==> config.mk <==
export PLATFORM = sky130hd
export DESIGN_NAME = te_sync_scheduler_flat
export DESIGN_NICKNAME = d
export VERILOG_FILES = /design/src/rtl/te_sync_scheduler_if.sv /design/src/rtl/te_sync_scheduler.sv /design/src/flat_wrapper.sv
export SDC_FILE = /design/constraint.sdc
export NUM_CORES = 1
export LEC_CHECK = 0
export CORE_MARGIN = 5
export CORE_UTILIZATION = 24
export DETAILED_ROUTE_END_ITERATION = 16
export GPL_ROUTABILITY_DRIVEN = 1
export PLACE_DENSITY = 0.74
export REMOVE_ABC_BUFFERS = 1
export SLEW_MARGIN = 10
export SYNTH_ARGS = -nofsm -noshare
export SYNTH_HDL_FRONTEND = slang
export SYNTH_SLANG_ARGS = --single-unit
==> constraint.sdc <==
create_clock -name clk -period 1.5 [get_ports clk]
set_clock_uncertainty 0.15 [all_clocks]
set_input_delay 0.375 -clock clk [delete_from_list [all_inputs] [get_ports clk]]
set_output_delay 0.375 -clock clk [all_outputs]
set_load 0.005 [all_outputs]
==> src/rtl/te_sync_scheduler_if.sv <==
// Sync-scheduler port bundle: trace control inputs, trigger pulses and the
// valid/ready sync request toward the packet builder.
interface te_sync_scheduler_if #(
    parameter int PERIOD_W = 20,
    parameter int RCNT_W   = 3
);
    logic                trace_enable_i;
    logic [1:0]          sync_mode_i;
    logic [PERIOD_W-1:0] sync_period_i;
    logic                pkt_sent_i;
    logic [RCNT_W-1:0]   iretire_cnt_i;
    logic                debug_exit_i;
    logic                pwr_exit_i;
    logic                fifo_restart_i;
    logic                ext_trig_i;
    logic                trace_event_i;
    logic                sync_valid_o;
    logic                sync_ready_i;
    logic [3:0]          sync_cause_o;
    logic [PERIOD_W-1:0] period_cnt_o;

    modport master (
        input  trace_enable_i, sync_mode_i, sync_period_i, pkt_sent_i, iretire_cnt_i,
        input  debug_exit_i, pwr_exit_i, fifo_restart_i, ext_trig_i, trace_event_i,
        input  sync_ready_i,
        output sync_valid_o, sync_cause_o, period_cnt_o
    );

    modport slave (
        output trace_enable_i, sync_mode_i, sync_period_i, pkt_sent_i, iretire_cnt_i,
        output debug_exit_i, pwr_exit_i, fifo_restart_i, ext_trig_i, trace_event_i,
        output sync_ready_i,
        input  sync_valid_o, sync_cause_o, period_cnt_o
    );
endinterface

==> src/rtl/te_sync_scheduler.sv <==
// PROGTRACESYNC request sequencer: arbitrates sync triggers and the periodic counter.
// Periodic sync is built only when TE_SYNC_PERIODIC_EN is defined.
module te_sync_scheduler #(
    parameter int PERIOD_W = 20,
    parameter int RETIRE_W = 6,
    parameter int RCNT_W   = $clog2(RETIRE_W + 1)
) (
    input  logic                 clk,
    input  logic                 reset_n,
    te_sync_scheduler_if.master  sif
);
    typedef enum logic [1:0] {ST_OFF, ST_RUN, ST_REQ} state_e;

    localparam logic [3:0] C_EXT_TRIG  = 4'h0;
    localparam logic [3:0] C_RESET     = 4'h1;
    localparam logic [3:0] C_PERIODIC  = 4'h2;
    localparam logic [3:0] C_DEBUG     = 4'h3;
    localparam logic [3:0] C_TRACE_EN  = 4'h5;
    localparam logic [3:0] C_EVENT     = 4'h6;
    localparam logic [3:0] C_FIFO      = 4'h7;
    localparam logic [3:0] C_PWR       = 4'h9;

    state_e              state_q, state_d;
    logic                valid_q, valid_d;
    logic [3:0]          cause_q, cause_d;
    logic                first_q, first_d;
    logic [PERIOD_W-1:0] cnt_q, cnt_d, cnt_next;
    logic                per_fire, mode_chg;
    logic                trig_any;

`ifdef TE_SYNC_PERIODIC_EN
    logic [1:0]          mode_q;
    logic [PERIOD_W-1:0] inc;
    logic [PERIOD_W:0]   sum;

    assign mode_chg = (sif.sync_mode_i != mode_q);

    always_comb begin
        inc = '0;
        unique case (sif.sync_mode_i)
            2'd1: inc = PERIOD_W'(sif.pkt_sent_i);
            2'd2: inc = PERIOD_W'(1);
            2'd3: inc = (sif.iretire_cnt_i > RCNT_W'(RETIRE_W)) ? PERIOD_W'(RETIRE_W)
                                                                 : PERIOD_W'(sif.iretire_cnt_i);
            default: inc = '0;
        endcase
        sum = {1'b0, cnt_q} + {1'b0, inc};
        // Saturate rather than wrap so a large threshold is still reached.
        cnt_next = mode_chg ? '0 : (sum[PERIOD_W] ? '1 : sum[PERIOD_W-1:0]);
        per_fire = (sif.sync_period_i != '0) && (cnt_next >= sif.sync_period_i);
    end

    always_ff @(posedge clk or negedge reset_n) begin
        if (!reset_n) mode_q <= 2'd0;
        else          mode_q <= sif.sync_mode_i;
    end
`else
    logic unused_periodic;

    assign mode_chg = 1'b0;
    assign cnt_next = '0;
    assign per_fire = 1'b0;
    assign unused_periodic = ^{sif.sync_mode_i, sif.sync_period_i, sif.pkt_sent_i,
                               sif.iretire_cnt_i, RCNT_W'(RETIRE_W)};
`endif

    assign trig_any = sif.debug_exit_i | sif.pwr_exit_i | sif.fifo_restart_i |
                      sif.ext_trig_i | sif.trace_event_i;

    always_comb begin
        state_d = state_q;
        valid_d = valid_q;
        cause_d = cause_q;
        first_d = first_q;
        cnt_d   = cnt_q;
        if (!sif.trace_enable_i) begin
            // Disable is the only case where a pending request is withdrawn.
            state_d = ST_OFF;
            valid_d = 1'b0;
            cnt_d   = '0;
        end else begin
            unique case (state_q)
                ST_OFF: begin
                    state_d = ST_REQ;
                    valid_d = 1'b1;
                    cause_d = first_q ? C_RESET : C_TRACE_EN;
                    first_d = 1'b0;
                    cnt_d   = '0;
                end
                ST_RUN: begin
                    cnt_d = cnt_next;
                    if (trig_any || per_fire) begin
                        state_d = ST_REQ;
                        valid_d = 1'b1;
                        if      (sif.debug_exit_i)   cause_d = C_DEBUG;
                        else if (sif.pwr_exit_i)     cause_d = C_PWR;
                        else if (sif.fifo_restart_i) cause_d = C_FIFO;
                        else if (sif.ext_trig_i)     cause_d = C_EXT_TRIG;
                        else if (sif.trace_event_i)  cause_d = C_EVENT;
                        else                         cause_d = C_PERIODIC;
                    end
                end
                ST_REQ: begin
                    // Triggers arriving here are covered by the pending sync.
                    if (sif.sync_ready_i) begin
                        state_d = ST_RUN;
                        valid_d = 1'b0;
                        cnt_d   = '0;
                    end else if (mode_chg) begin
                        cnt_d = '0;
                    end
                end
                default: begin
                    state_d = ST_OFF;
                    valid_d = 1'b0;
                    cnt_d   = '0;
                end
            endcase
        end
    end

    always_ff @(posedge clk or negedge reset_n) begin
        if (!reset_n) begin
            state_q <= ST_OFF;
            valid_q <= 1'b0;
            cause_q <= 4'h0;
            first_q <= 1'b1;
            cnt_q   <= '0;
        end else begin
            state_q <= state_d;
            valid_q <= valid_d;
            cause_q <= cause_d;
            first_q <= first_d;
            cnt_q   <= cnt_d;
        end
    end

    assign sif.sync_valid_o = valid_q;
    assign sif.sync_cause_o = cause_q;
    assign sif.period_cnt_o = cnt_q;
endmodule

==> src/flat_wrapper.sv <==
// flat-port wrapper written by rule: the top's interface ports become plain ports
module te_sync_scheduler_flat 
#(
    parameter int PERIOD_W = 20,
    parameter int RETIRE_W = 6,
    parameter int RCNT_W   = $clog2(RETIRE_W + 1)
)
  (clk, reset_n, sif_trace_enable_i, sif_sync_mode_i, sif_sync_period_i, sif_pkt_sent_i, sif_iretire_cnt_i, sif_debug_exit_i, sif_pwr_exit_i, sif_fifo_restart_i, sif_ext_trig_i, sif_trace_event_i, sif_sync_ready_i, sif_sync_valid_o, sif_sync_cause_o, sif_period_cnt_o);
  te_sync_scheduler_if #(.PERIOD_W(PERIOD_W), .RCNT_W(RCNT_W)) sif_i ();
  input  logic clk;
  input  logic reset_n;
  input wire logic [$bits(sif_i.trace_enable_i)-1:0] sif_trace_enable_i;
  input wire logic [$bits(sif_i.sync_mode_i)-1:0] sif_sync_mode_i;
  input wire logic [$bits(sif_i.sync_period_i)-1:0] sif_sync_period_i;
  input wire logic [$bits(sif_i.pkt_sent_i)-1:0] sif_pkt_sent_i;
  input wire logic [$bits(sif_i.iretire_cnt_i)-1:0] sif_iretire_cnt_i;
  input wire logic [$bits(sif_i.debug_exit_i)-1:0] sif_debug_exit_i;
  input wire logic [$bits(sif_i.pwr_exit_i)-1:0] sif_pwr_exit_i;
  input wire logic [$bits(sif_i.fifo_restart_i)-1:0] sif_fifo_restart_i;
  input wire logic [$bits(sif_i.ext_trig_i)-1:0] sif_ext_trig_i;
  input wire logic [$bits(sif_i.trace_event_i)-1:0] sif_trace_event_i;
  input wire logic [$bits(sif_i.sync_ready_i)-1:0] sif_sync_ready_i;
  output wire logic [$bits(sif_i.sync_valid_o)-1:0] sif_sync_valid_o;
  output wire logic [$bits(sif_i.sync_cause_o)-1:0] sif_sync_cause_o;
  output wire logic [$bits(sif_i.period_cnt_o)-1:0] sif_period_cnt_o;
  assign sif_i.trace_enable_i = sif_trace_enable_i;
  assign sif_i.sync_mode_i = sif_sync_mode_i;
  assign sif_i.sync_period_i = sif_sync_period_i;
  assign sif_i.pkt_sent_i = sif_pkt_sent_i;
  assign sif_i.iretire_cnt_i = sif_iretire_cnt_i;
  assign sif_i.debug_exit_i = sif_debug_exit_i;
  assign sif_i.pwr_exit_i = sif_pwr_exit_i;
  assign sif_i.fifo_restart_i = sif_fifo_restart_i;
  assign sif_i.ext_trig_i = sif_ext_trig_i;
  assign sif_i.trace_event_i = sif_trace_event_i;
  assign sif_i.sync_ready_i = sif_sync_ready_i;
  assign sif_sync_valid_o = sif_i.sync_valid_o;
  assign sif_sync_cause_o = sif_i.sync_cause_o;
  assign sif_period_cnt_o = sif_i.period_cnt_o;
  te_sync_scheduler #(.PERIOD_W(PERIOD_W), .RETIRE_W(RETIRE_W), .RCNT_W(RCNT_W)) u_core (.clk(clk), .reset_n(reset_n), .sif(sif_i));
endmodule
==> results of run 1 <==
registers in the layout, indices dropped and copies added, names as in the netlist:
name	count
u_core.sif.sync_valid_o	1
u_core.first_q	1
u_core.sif.sync_cause_o	4
u_core.state_q	2
through the flow:
stage | hold slack (ns) | setup slack, ns
6_report | 0.240 | 0.0191
5_1_grt | 0.270 | -0.0375
4_1_cts | 0.244 | -0.0497
3_5_place_dp | 0.328 | -0.466
3_3_place_gp | 0.319 | -0.468
2_1_floorplan | -0.0706 | -0.0369
power groups by stage:
stage / combinational [mW] / clock [mW] / sequential, mW
floorplan: 0.0458 / 0 / 0.248
global placement: 0.129 / 0 / 0.244
detailed placement: 0.134 / 0 / 0.244
CTS: 0.132 / 0.196 / 0.240
global route: 0.151 / 0.214 / 0.242
finish: 0.137 / 0.189 / 0.240
logic make-up (layout without fill, tap and decap cells):
logic type | Yosys count | count (layout)
buffers and inverters | 23 | 29
and+or+nand+nor | 16 | 16
AOI/OAI and AO/OA | 14 | 14
DFF | 8 | 8
other | 1 | 20
worst max-delay path by stage:
stage / slack [ns] / end / cells past startpoint
after global placement: -0.47 / u_core.state_q[1] / 4
after floorplan: -0.04 / u_core.state_q[1] / 3
after detailed placement: -0.47 / u_core.state_q[1] / 4
after global routing: -0.04 / u_core.sif.sync_cause_o[2] / 3
after CTS: -0.05 / u_core.state_q[1] / 3
final: 0.02 / u_core.sif.sync_cause_o[2] / 3
area by class of cell:
type / instances / area (sq um) / share of cell area
well taps: 28 / 35.0 / 0.0461
repair buffers: 22 / 189 / 0.249
multi-input cells: 50 / 297 / 0.390
clock buffers: 4 / 26.3 / 0.0346
inverters: 3 / 11.3 / 0.0148
flip-flops and latches: 8 / 201 / 0.265
cell usage in the layout (no fill, tap or decap), drive strengths merged, types with 2 or more instances in the layout:
master          n
conb           20
o21ai           7
dfrtp           7
inv             3
nand3           2
clkbuf          4
buf             9
a21boi          2
nand2           6
dlygate4sd2     9
nor3            2
clkdlybuf4s50   3
nor2            2
metal layers:
layer	part of all wire	GRT usage	wire length (microns)	vias up
li1	-	-	-	223
met1	0.35	0.0804	457	217
met2	0.49	0.145	635	29
met3	0.12	0.0535	163	9
met4	0.038	0.0497	50	0
met5	0	0	0	-
what timing repair did:
action	in CTS	in global routing
endpoints found under the setup margin	12	7
setup buffers	1	0
hold buffers	0	0
pin swaps	7	5
resized for setup	16	3
==> flow_summary_export.csv, run 1 <==
group,metric,value,unit
logic_synthesis,synth_compound_area_frac,0.180,
timing,report.final.slew_viol_count,0,
pwr,pwr-share-comb,0.242,
clock_network,tritoncts,"done",
logic_synthesis,yosys-top-cells-area,"dfrtp_1 32%, buf_4 27%, dfstp_2 4.8%",
cells_and_area,fin_util,0.347,
placement,port_buffers,13,
setup_path,startpoint_type,"register",
setup_path,worst_r2r_path_depth,3,
placement,placed_cell_area,696,sq um
setup_path,critical_path.max_stage_delay,0.52,ns
die,fp.dieW,57.8,microns
timing,min_period,1.48,ns
logic_synthesis,synth_simple_gate_area_frac,0.153,
detailed_routing,vias,478,
setup_path,critical-path-top-delay-family,"simple AND/OR/NAND/NOR gates",
logic_synthesis,synth_edf_count,0,
die,initial_core_util,0.251,
detailed_routing,final_antenna_net_count,0,
pwr,switching_share,0.297,
run_status,outcome,"completed",
logic_synthesis,synth_largest_area_cell,"dfrtp_1",
logic_synthesis,synth-xor-area-share,0,
setup_path,critPathArrivalTime,1.53,ns
detailed_routing,drtIter0Drc,5,
setup_path,path_max_fanout,3,
clock_network,cts_sinks,8,
logic_synthesis,yosysSeqAreaShare,0.367,
pwr,power_frac_clock,0.334,
cells_and_area,area_delta_synth_final,38.3,%
timing,grt_setup_unrepaired,"yes",
cells_and_area,finalInstanceArea,759,sq um
timing,finalSetupViolations,0,
pwr,internal_power,0.398,mW
clock_network,worstSkewPairLatency,0.27,ns
pwr,p_switching,0.168,mW
timing,finalCritPeriodShare,0.987,
setup_path,crit_path_end_kind,"register",
setup_path,crit_chain,"or4b_4 > o221a_1 > a21oi_2",
clock_network,cts_root_buf,"clkbuf_4",
logic_synthesis,syn_area,549,sq um
pwr,ir_worst_vdd,0.000259,V
detailed_routing,dr.pass1.iters,3,
cells_and_area,stdcell_count,115,
clock_network,h-tree-depth,1,
detailed_routing,drc,0,
pwr,power.total,0.566,mW
cells_and_area,drive_above_1_share,0.241,
run,cap_violations,0,
setup_path,reg2reg_to,"u_core.sif.sync_cause_o[2]",
clock_network,cts.reportedPaths.clkPinSlew,0.06,ns
logic_synthesis,synth_top_area_share,0.319,
cells_and_area,fillerInstances,237,
clock_network,cts_buffers,3,
die,die_h,57.8,microns
placement,hpwl,1000,microns
placement,gp_congestion,0.896,
logic_synthesis,synthDistinctLibCells,22,
die,num_rows,17,
logic_synthesis,synth-seq-cells,8,
setup_path,cp_slowest_cell,"or4b_4",
setup_path,r2r-start,"u_core.state_q[1]",
logic_synthesis,avgSynthCellArea,8.86,sq um
pwr,power.density,745,mW/mm^2
placement,placed_cells,110,
timing,tns,0,ns
setup_path,worstSetupPathType,"reg -> reg",
setup_path,required,1.55,ns
clock_network,clk_path_buf_depth,2,
hold_path,hold_path.class,"in -> async",
global_routing,grt-ovfl-total,0,
detailed_routing,wirelength,1310,microns
global_routing,grtUsageTotal,0.0867,
logic_synthesis,synth_top_family_by_area,"buffers and inverters",
setup_path,ff2ff_setup_slack,0.02,ns
logic_synthesis,synthMuxAreaShare,0,
logic_synthesis,yosysMostFrequentCell,"buf_4",
logic_synthesis,ys.flop_type,"dfrtp_1",
logic_synthesis,syn_inst,62,
global_routing,grt_pass1_wl,2130,microns
setup_path,startpoint,"u_core.state_q[1]",
logic_synthesis,synth_fa_ha_area_frac,0,
global_routing,antenna_found_initial,0,
logic_synthesis,yosysWarnings,0,
logic_synthesis,async_reset_ff_frac,1.00,
timing,hold_viol,0,
die,dieArea,0.00335,sq mm
pwr,seqPwrFrac,0.424,
detailed_routing,wire_per_inst,11.4,microns
logic_synthesis,synth_common_cells,"20 x buf_4, 7 x dfrtp_1, 6 x nand2_1",
global_routing,grt_pass1_vias,501,
pwr,power.leakage,0.374,nW
cells_and_area,n_antenna_cell,0,
timing,max_clock_freq,675,MHz
die,ios,60,
die,coreArea,0.00219,sq mm
cells_and_area,fin_nets,123,
setup_path,path_buf_inv,0,
detailed_routing,vias_per_cell,4.16,
global_routing,grt_max_degree,9,
No activity file was read; power rests on OpenSTA's default activity.
==> run 2, diff against run 1 <==
--- a/config.mk
+++ b/config.mk
@@ -10,6 +10,7 @@
 export DETAILED_ROUTE_END_ITERATION = 16
 export GPL_ROUTABILITY_DRIVEN = 1
 export PLACE_DENSITY = 0.74
+export RECOVER_POWER = 25
 export REMOVE_ABC_BUFFERS = 1
 export SLEW_MARGIN = 10
 export SYNTH_ARGS = -nofsm -noshare
==> run 2 against run 1 <==
Effect of this change: hold slack improved by 0.070 ns; power hardly changed; non-clock buffer count did not move; critical endpoint unchanged.
==> flow_summary_export.csv, run 2 (synthesis results as in run 1) <==
group,metric,value,unit
run_status,outcome,"completed",
die,die_h,57.8,microns
placement,post-place-ws,-0.466,ns
placement,gp_congestion,0.896,
setup_path,crit_chain,"or4b_4 > o221a_1 > a21oi_2",
timing,min_period,1.48,ns
die,num_rows,17,
global_routing,antenna_found_initial,0,
pwr,power.density,744,mW/mm^2
setup_path,path_max_fanout,3,
timing,final.setup.worst_slack,0.0191,ns
detailed_routing,dr.pass1.iters,3,
global_routing,grt_max_degree,9,
run,cap_violations,0,
detailed_routing,drtIter0Drc,5,
timing,report.final.slew_viol_count,0,
setup_path,worstSetupPathType,"reg -> reg",
cells_and_area,final_cell_mix,"20 x conb_1, 9 x dlygate4sd2_1, 9 x buf_4",
clock_network,holdBufCountCts,0,
detailed_routing,final_antenna_net_count,0,
setup_path,critical_path.max_stage_delay,0.52,ns
placement,port_buffers,13,
detailed_routing,vias,478,
cells_and_area,area_delta_synth_final,38.3,%
clock_network,h-tree-depth,1,
placement,placed_cell_area,696,sq um
detailed_routing,drc,0,
die,initial_core_util,0.251,
clock_network,cts_root_buf,"clkbuf_4",
clock_network,cts_buffers,3,
detailed_routing,vias_per_cell,4.16,
timing,hold_viol,0,
die,dieArea,0.00335,sq mm
setup_path,required,1.55,ns
placement,hpwl,1000,microns
timing,finalCritPeriodShare,0.987,
cells_and_area,fillerInstances,237,
global_routing,grt_pass1_wl,2130,microns
global_routing,grt_pass1_vias,501,
global_routing,grtUsageTotal,0.0867,
pwr,power.leakage,0.374,nW
cells_and_area,n_antenna_cell,0,
setup_path,path_buf_inv,0,
cells_and_area,layout_commonest_cell,"conb_1",
cells_and_area,drive_above_1_share,0.241,
cells_and_area,fin_nets,123,
timing,tns,0,ns
hold_path,hold_path.class,"in -> async",
setup_path,crit_path_end_kind,"register",
timing,grt_setup_unrepaired,"yes",
global_routing,grt-ovfl-total,0,
detailed_routing,wire_per_inst,11.4,microns
die,ios,60,
clock_network,tritoncts,"done",
clock_network,worstSkewPairLatency,0.27,ns
setup_path,startpoint_type,"register",
timing,max_clock_freq,675,MHz
cells_and_area,finalInstanceArea,759,sq um
setup_path,critPathArrivalTime,1.53,ns
pwr,ir_worst_vdd,0.000259,V
cells_and_area,largest_reg_flops,4,
placement,placed_cells,110,
clock_network,cts.reportedPaths.clkPinSlew,0.06,ns
setup_path,ff2ff_setup_slack,0.02,ns
setup_path,critical-path-top-delay-family,"simple AND/OR/NAND/NOR gates",
die,fp.dieW,57.8,microns
clock_network,clk_path_buf_depth,2,
detailed_routing,wirelength,1310,microns
setup_path,cp_slowest_cell,"or4b_4",
timing,finalSetupViolations,0,
clock_network,cts_sinks,8,
die,coreArea,0.00219,sq mm
cells_and_area,stdcell_count,115,
run 2: per-layer routing:
layer / GRT usage / vias up / share of wire
met5: 0 / - / 0
met4: 0.0497 / 0 / 0.038
met3: 0.0535 / 9 / 0.12
met2: 0.145 / 29 / 0.49
met1: 0.0804 / 217 / 0.35
li1: - / 223 / -
run 2: through the flow:
stage,hold slack [ns],util,power [mW]
after floorplan,-0.0706,-,0.293
after detailed placement,0.328,0.318,0.378
after CTS,0.244,0.342,0.568
final,0.311,0.347,0.565
after global placement,0.319,0.318,0.373
after global routing,0.340,0.347,0.606
run 2: worst paths after layout:
kind,end,start,cells past startpoint
min,u_core.sif.sync_cause_o[1],reset_n,1
min reg2reg,u_core.sif.sync_cause_o[1],u_core.sif.sync_cause_o[1],2
max,u_core.sif.sync_cause_o[2],u_core.state_q[1],3
max reg2reg,u_core.sif.sync_cause_o[2],u_core.state_q[1],3
max in group asynchronous,u_core.first_q,reset_n,1
min in group clk,u_core.sif.sync_cause_o[1],u_core.sif.sync_cause_o[1],2
run 2: area by class of cell:
| class | count | area, sq um | share of cell area |
|---|---|---|---|
| clock buffers | 4 | 26.3 | 0.0346 |
| flip-flops and latches | 8 | 201 | 0.265 |
| well taps | 28 | 35.0 | 0.0461 |
| multi-input cells | 50 | 297 | 0.390 |
| inverters | 3 | 11.3 | 0.0148 |
| repair buffers | 22 | 189 | 0.249 |
run 2: what timing repair did:
action,4_1_cts,5_1_grt
setup endpoints to repair,12,7
buffers inserted,1,0
resized for setup,16,3
pin swaps,7,5
run 2: power by group:
part	switching (mW)	leakage (nW)	internal, mW
clock	0.0866	0.0150	0.103
sequential	0.00816	0.0964	0.232
combinational	0.0731	0.263	0.0631
==> variant (settings of run 2) <==
The option `TE_SYNC_PERIODIC_EN` is turned on by a define.
--- a/src/rtl/te_sync_scheduler.sv
+++ b/src/rtl/te_sync_scheduler.sv
@@ -1,4 +1,6 @@
 // PROGTRACESYNC request sequencer: arbitrates sync triggers and the periodic counter.
 // Periodic sync is built only when TE_SYNC_PERIODIC_EN is defined.
+`define TE_SYNC_PERIODIC_EN
+
 module te_sync_scheduler #(
     parameter int PERIOD_W = 20,
Check against the original RTL: not equivalent (Yosys sat finds a counterexample within 4 cycles, from zero or initial values and one cycle with reset_n low).
==> variant against run 2 <==
- the run now ends with setup timing left
- die area rose to 3.9 times the old value
- total power rose to 3.5 times the old value
- worst setup slack got worse by 2.3 ns
- count of clock-buffer cells in the layout up 2
- hold slack lost 0.099 ns
- final cell count increased to 5.8 times the old value
- design area increased to 6.6 times the old value
- sequential cell count rose by 22
- routed wire length rose to 8.5 times the old value
- area after synthesis rose to 4.8 times the old value
- critical path type is now input port to flop
- critical endpoint unchanged
- largest cell class unchanged
==> variant: results (changes against run 2) <==
{| class="wikitable"
! Metric !! Value
|-
| CP peak stage delay || 0.33 ns (-0.19 ns)
|-
| Number of vias per cell after detailed routing || 5.04 (+21%)
|-
| Power density of the placed cells || 397 mW/mm² (-47%)
|-
| TritonCTS Buffers || 5 (+2)
|-
| Met3 demand-to-capacity share in global routing || 3.84% (-1.5 points)
|-
| Number of search-and-repair iterations in the first detailed-routing pass || 4 (+1)
|-
| Violations in the final reports || setup timing
|-
| Top cells by area in the synthesized netlist || sky130_fd_sc_hd__dfrtp_1, sky130_fd_sc_hd__ha_1, sky130_fd_sc_hd__a21oi_1, sky130_fd_sc_hd__nor2_1, sky130_fd_sc_hd__nand2_1
|-
| Result of the run || complete, but fails checks
|-
| Antenna violations before repair || 1 (+1)
|-
| Hold WS || 0.212 ns (-0.0987 ns)
|-
| Met2 routing resource usage after global routing || 27.8% (+13 points)
|-
| Worst vdd rail ir drop || 299 µV (+16%)
|-
| Largest driver fanout on the critical path || 5 (+2)
|-
| Startpoint of the worst setup timing path || sif_iretire_cnt_i[1]
|-
| Class of the worst hold path || input port to flop
|-
| Leak || 2.34 nW (+530%)
|-
| CTS H-Tree Depth || 2 (+1)
|-
| Number of endpoints failing setup at the final stage || 32 (+32)
|-
| Origin of the critical flop-to-flop path || u_core.sif.period_cnt_o[1]$_DFFE_PN0P_
|-
| Number of nets in the finished design || 582 (+370%)
|-
| WL per Instance || 16.6 µm (+46%)
|-
| Total net switching power || 0.547 mW (+230%)
|-
| Combinational fraction of design power || 22.9% (-1.2 points)
|-
| Number of instances in the placed design || 629 (+470%)
|-
| Max FFs per register || 20 (+16)
|-
| Crit path setup slack, layout || -2.25 ns (-2.27 ns)
|-
| Worst path arrival time || 3.77 ns (+2.24 ns)
|-
| Most frequent cell after synthesis || sky130_fd_sc_hd__nor2_1
|-
| Cell at the slowest stage of the critical path || sky130_fd_sc_hd__mux2_4
|-
| Global-route wire length before repair || 16.9 mm (+690%)
|}
-- variant: area by class of cell --
class	instances	area, µm²
multi-input cells	264	2080
clock buffers	6	82.6
fillers	984	5800
inverters	32	120
well taps	140	175
repair buffers	190	1770
flip-flops and latches	30	758
clock inverters	2	12.5
-- variant: logic make-up (layout without fill, tap and decap cells) --
| family | count (synthesis) | after routing | share of synthesized area, % |
|---|---|---|---|
| AND/OR/NAND/NOR | 130 | 130 | 27.0 |
| AO/OA/AOI/OAI | 97 | 97 | 21.9 |
| adder cells (fa/ha/maj) | 24 | 24 | 11.7 |
| XOR/XNOR | 10 | 10 | 3.32 |
| flip-flops | 30 | 30 | 28.5 |
| buffers and inverters | 41 | 230 | 6.40 |
| multiplexers | 3 | 3 | 1.23 |
-- variant: repair_timing --
action | CTS | global route
setup endpoints to repair | 52 | 44
resized for setup | 217 | 62
endpoints found under the hold margin | 0 | 0
pin swaps | 33 | 25
gates cloned | 0 | 0
setup buffers | 34 | 16
